`src/rtl/reg_vec_serializer.sv`:
```
// Parallel-to-serial converter: captures a LANES x WIDTH vector, then emits lane 0 first.
// Optional macro REG_VEC_SER_PIPE_EN allows a new capture on the last beat (zero-bubble).
//
// state  | meaning
// S_IDLE | waiting for an input vector, in_ready high once out of reset
// S_SEND | streaming shadow lanes, one per accepted output beat
module reg_vec_serializer #(
  parameter int WIDTH = 3,
  parameter int LANES = 3,
  localparam int IDXW = (LANES > 1) ? $clog2(LANES) : 1
) (
  input  logic                   clk,
  input  logic                   reset,
  input  logic                   in_valid,
  output logic                   in_ready,
  input  logic [LANES*WIDTH-1:0] in_vec,
  output logic                   out_valid,
  input  logic                   out_ready,
  output logic [WIDTH-1:0]       out_data,
  output logic [IDXW-1:0]        out_idx,
  output logic                   out_last
);

  localparam logic [0:0] S_IDLE = 1'b0;
  localparam logic [0:0] S_SEND = 1'b1;
  localparam logic [IDXW-1:0] LAST_IDX = IDXW'(LANES - 1);

  logic [0:0]             r_state;
  logic                   r_alive;
  logic [IDXW-1:0]        r_idx;
  logic [LANES*WIDTH-1:0] r_shadow;

  logic             w_send;
  logic             w_last_idx;
  logic             w_beat;
  logic             w_in_ready;
  logic             w_capture;
  logic [WIDTH-1:0] w_lane;

  assign w_send     = (r_state == S_SEND);
  assign w_last_idx = (r_idx == LAST_IDX);
  assign w_beat     = w_send && out_ready;

  // r_alive keeps in_ready low for the cycle in which reset was sampled high
`ifdef REG_VEC_SER_PIPE_EN
  assign w_in_ready = ((r_state == S_IDLE) && r_alive) || (w_send && w_last_idx && out_ready);
`else
  assign w_in_ready = (r_state == S_IDLE) && r_alive;
`endif

  assign w_capture = in_valid && w_in_ready;

  always_ff @(posedge clk) begin
    if (reset) begin
      r_state  <= S_IDLE;
      r_alive  <= 1'b0;
      r_idx    <= '0;
      r_shadow <= '0;
    end else begin
      r_alive <= 1'b1;
      if (w_capture) begin
        r_shadow <= in_vec;
        r_idx    <= '0;
        r_state  <= S_SEND;
      end else if (w_beat) begin
        if (w_last_idx) begin
          r_idx   <= '0;
          r_state <= S_IDLE;
        end else begin
          r_idx <= r_idx + IDXW'(1);
        end
      end
    end
  end

  always_comb begin
    w_lane = '0;
    for (int k = 0; k < LANES; k++) begin
      if (r_idx == k[IDXW-1:0]) w_lane = r_shadow[k*WIDTH +: WIDTH];
    end
  end

  assign in_ready  = w_in_ready;
  assign out_valid = w_send;
  assign out_data  = w_send ? w_lane : '0;
  assign out_idx   = r_idx;
  assign out_last  = w_send && w_last_idx;

endmodule

```
`config.mk`:
```
export PLATFORM = sky130hd
export DESIGN_NAME = reg_vec_serializer
export DESIGN_NICKNAME = d
export VERILOG_FILES = /design/src/rtl/reg_vec_serializer.sv
export SDC_FILE = /design/constraint.sdc
export NUM_CORES = 1
export LEC_CHECK = 0
export CAP_MARGIN = 5
export CORE_MARGIN = 3
export CORE_UTILIZATION = 42
export CTS_CLUSTER_DIAMETER = 150
export DETAILED_ROUTE_END_ITERATION = 8
export PLACE_DENSITY = 0.84
export REMOVE_ABC_BUFFERS = 1
export SYNTH_ARGS = -nofsm -noshare
export SYNTH_HDL_FRONTEND = slang
export SYNTH_SLANG_ARGS = --single-unit
```
`constraint.sdc`:
```
create_clock -name clk -period 1.7 [get_ports clk]
set_clock_uncertainty 0.2 [all_clocks]
set_input_delay 0.17 -clock clk [delete_from_list [all_inputs] [get_ports clk]]
set_output_delay 0.17 -clock clk [all_outputs]
set_load 0.01 [all_outputs]
```
==> results.json <==
{
  "status": "complete, no violations",
  "grt_max_degree": 14,
  "yosys.area.top_type": "dfxtp_1",
  "grt_pass1_wl_microns": 2160,
  "power_switching_share_pct": 24.0,
  "irDropWorstVdd_mv": 0.471,
  "post_drt_wl_per_cell_microns": 12.0,
  "port_buffers": 20,
  "power_per_cell_area_nw_per_um2": 707,
  "cts-root-buf": "clkbuf_4",
  "numCtsBuffers": 3,
  "cp.arrival_ns": 1.27,
  "yosysWarnings": 0,
  "nets": 109,
  "final_cell_mix": "nand2_1, clkdlybuf4s50_1, a21oi_1",
  "pin_count": 21,
  "dieWidth_microns": 43.8,
  "rows": 13,
  "tightest_slew_ns": 0.518,
  "hold_violations": 0,
  "power_frac_clock_pct": 30.8,
  "dpl_worst_slack_ns": -0.101,
  "slowest_delay_ns": 0.37,
  "cts_sinks": 13,
  "critPathKind": "reg -> out",
  "postLayoutCoreUtil_pct": 65.3,
  "drt_iter0_drc": 9,
  "combPwrFrac_pct": 15.1,
  "timing.rr.end": "r_shadow[4]",
  "rr_startpoint": "out_valid",
  "area_growth_pct": 43.3,
  "seq_power_share_pct": 54.2,
  "clock_latency_ns": 0.27,
  "grt-ovfl-total": 0,
  "gp_congestion": 0.734,
  "fin_crit_sh_pct": 96.4,
  "tns_ns": 0,
  "chipHeight_microns": 43.8,
  "internal_power_uw": 463,
  "drv_slew": 0,
  "cp_cell_sequence": "buf_4 -> nand3b_1 -> o21ai_1 -> and2_4 -> buf_6",
  "cts_hold_buf": 0,
  "cp-start-kind": "register",
  "routed_via_density": 5.05,
  "leakage_uw": 0.000346,
  "synth-seq-cells": 13,
  "antennaDiodeCount": 0,
  "clockBufferDepth": 2,
  "grt_use_total_pct": 15.7,
  "setup_violations": 0,
  "rrSetupSlack_ns": 0.41,
  "hold_end": "r_shadow[8]",
  "syn_area_sq_um": 601,
  "first_global_vias": 496,
  "final_common_cell": "nand2_1",
  "setup_slack_ns": 0.0612,
  "hp-start": "in_vec[8]",
  "fmax_ghz": 0.610,
  "vias": 556,
  "drc_errors": 0,
  "cts_tree": "done",
  "yosys-top-cells-area": "dfxtp_1, nand2_1, a21oi_1, mux2i_1, nand3b_1",
  "reg2reg_depth": 3,
  "min_period_ns": 1.64,
  "yosysSeqAreaShare_pct": 43.3,
  "holdPathStages": 3,
  "rsz0062_at_grt": "true",
  "drive_gt1_share_pct": 24.2,
  "synthDominantCellAreaShare_pct": 43.3,
  "yosysUniqueCellTypes": 17,
  "core_sq_um": 1320,
  "htreeDepth": 1,
  "max_slew_margin_pct": 65.4,
  "p_sw_uw": 146,
  "cp-end-kind": "primary output",
  "dr.pass1.iters": 3,
  "critPathSlowestCell": "dfxtp_4",
  "ant_nets": 0,
  "maxCapViolations": 0,
  "clk_pin_slew_ns": 0.08,
  "cp_max_fo": 6,
  "placed_cells": 104,
  "die_area_sq_um": 1920,
  "routed_wl_microns": 1320,
  "start_util_pct": 45.6,
  "antenna_found_initial": 0,
  "finalNonFillerCells": 110,
  "postSynthAreaPerCell_sq_um": 8.46,
  "netlist_instances": 71,
  "hold_path_class": "in -> reg",
  "required_ns": 1.33
}
-- per-layer routing --
metal	routed length, microns	global-route usage, %	part of all wire, %
met1	559	17.7	43
met4	11	7.23	0.84
met5	0	0	0
met3	75	7.47	5.7
met2	669	24.7	51
-- per-stage QoR --
step / instance area [sq um] / hold WS [ns] / total power [uW]
floorplan: 577 / 0.0265 / 372
global placement: 811 / 0.245 / 425
detailed placement: 811 / 0.249 / 428
CTS: 848 / 0.231 / 616
global route: 861 / 0.225 / 651
finish: 861 / 0.240 / 609
-- power by group through the flow --
stage / sequential [uW] / clock, uW / combinational [uW]
floorplan: 336 / 0 / 35.9
global placement: 337 / 0 / 87.5
detailed placement: 338 / 0 / 89.2
CTS: 330 / 195 / 90.9
global route: 332 / 219 / 100
finish: 330 / 187 / 91.7
-- cell type report --
type	count	area (sq um)
fillers	128	457
well taps	15	18.8
clock buffers	4	26.3
inverters	1	3.75
multi-input cells	53	315
repair buffers	24	228
flip-flops and latches	13	269
-- what timing repair did --
action	CTS	global route
endpoints found under the setup margin	8	3
buffers inserted	2	0
pin swaps	0	2
resized for setup	23	4
-- worst max-delay path by stage --
stage / slack, ns / from / end
after global routing: -0.02 / out_idx[0] / out_data[2]
final: 0.06 / out_idx[0] / out_data[2]
after CTS: 0.002 / out_idx[0] / out_data[2]
after detailed placement: -0.10 / out_idx[0] / out_data[1]
after global placement: -0.06 / out_idx[0] / out_data[0]
after floorplan: 0.32 / out_idx[0] / out_data[0]
-- logic make-up after synthesis --
logic type | Yosys count | synth area share [%]
AO/OA/AOI/OAI | 14 | 11.7
buffers and inverters | 5 | 4.58
flip-flops | 13 | 43.3
multiplexers | 4 | 6.67
AND/OR/NAND/NOR | 35 | 33.8
-- critical path: cells and delay by family (launching register included) --
kind | cells | cell delay, ns
AO/OA/AOI/OAI | 1 | 0.09
buffers and inverters | 2 | 0.23
flip-flops | 1 | 0.37
AND/OR/NAND/NOR | 2 | 0.31
-- sequential cells by signal (all words and copies together), names as in the netlist --
name       flops
out_valid      1
r_alive        1
r_shadow       9
out_idx        2
-- Yosys cell counts --
cell / number
nor2_1: 2
mux2i_1: 4
dfxtp_1: 13
nand3b_2: 1
a21oi_1: 11
inv_1: 1
and3b_2: 2
and4b_2: 1
nand3b_1: 4
buf_6: 1
nand2_1: 19
and2b_2: 1
clkbuf_1: 2
and2_2: 3
buf_2: 1
o21ai_0: 3
nor3_2: 2
Power figures use the tool's default switching activity.
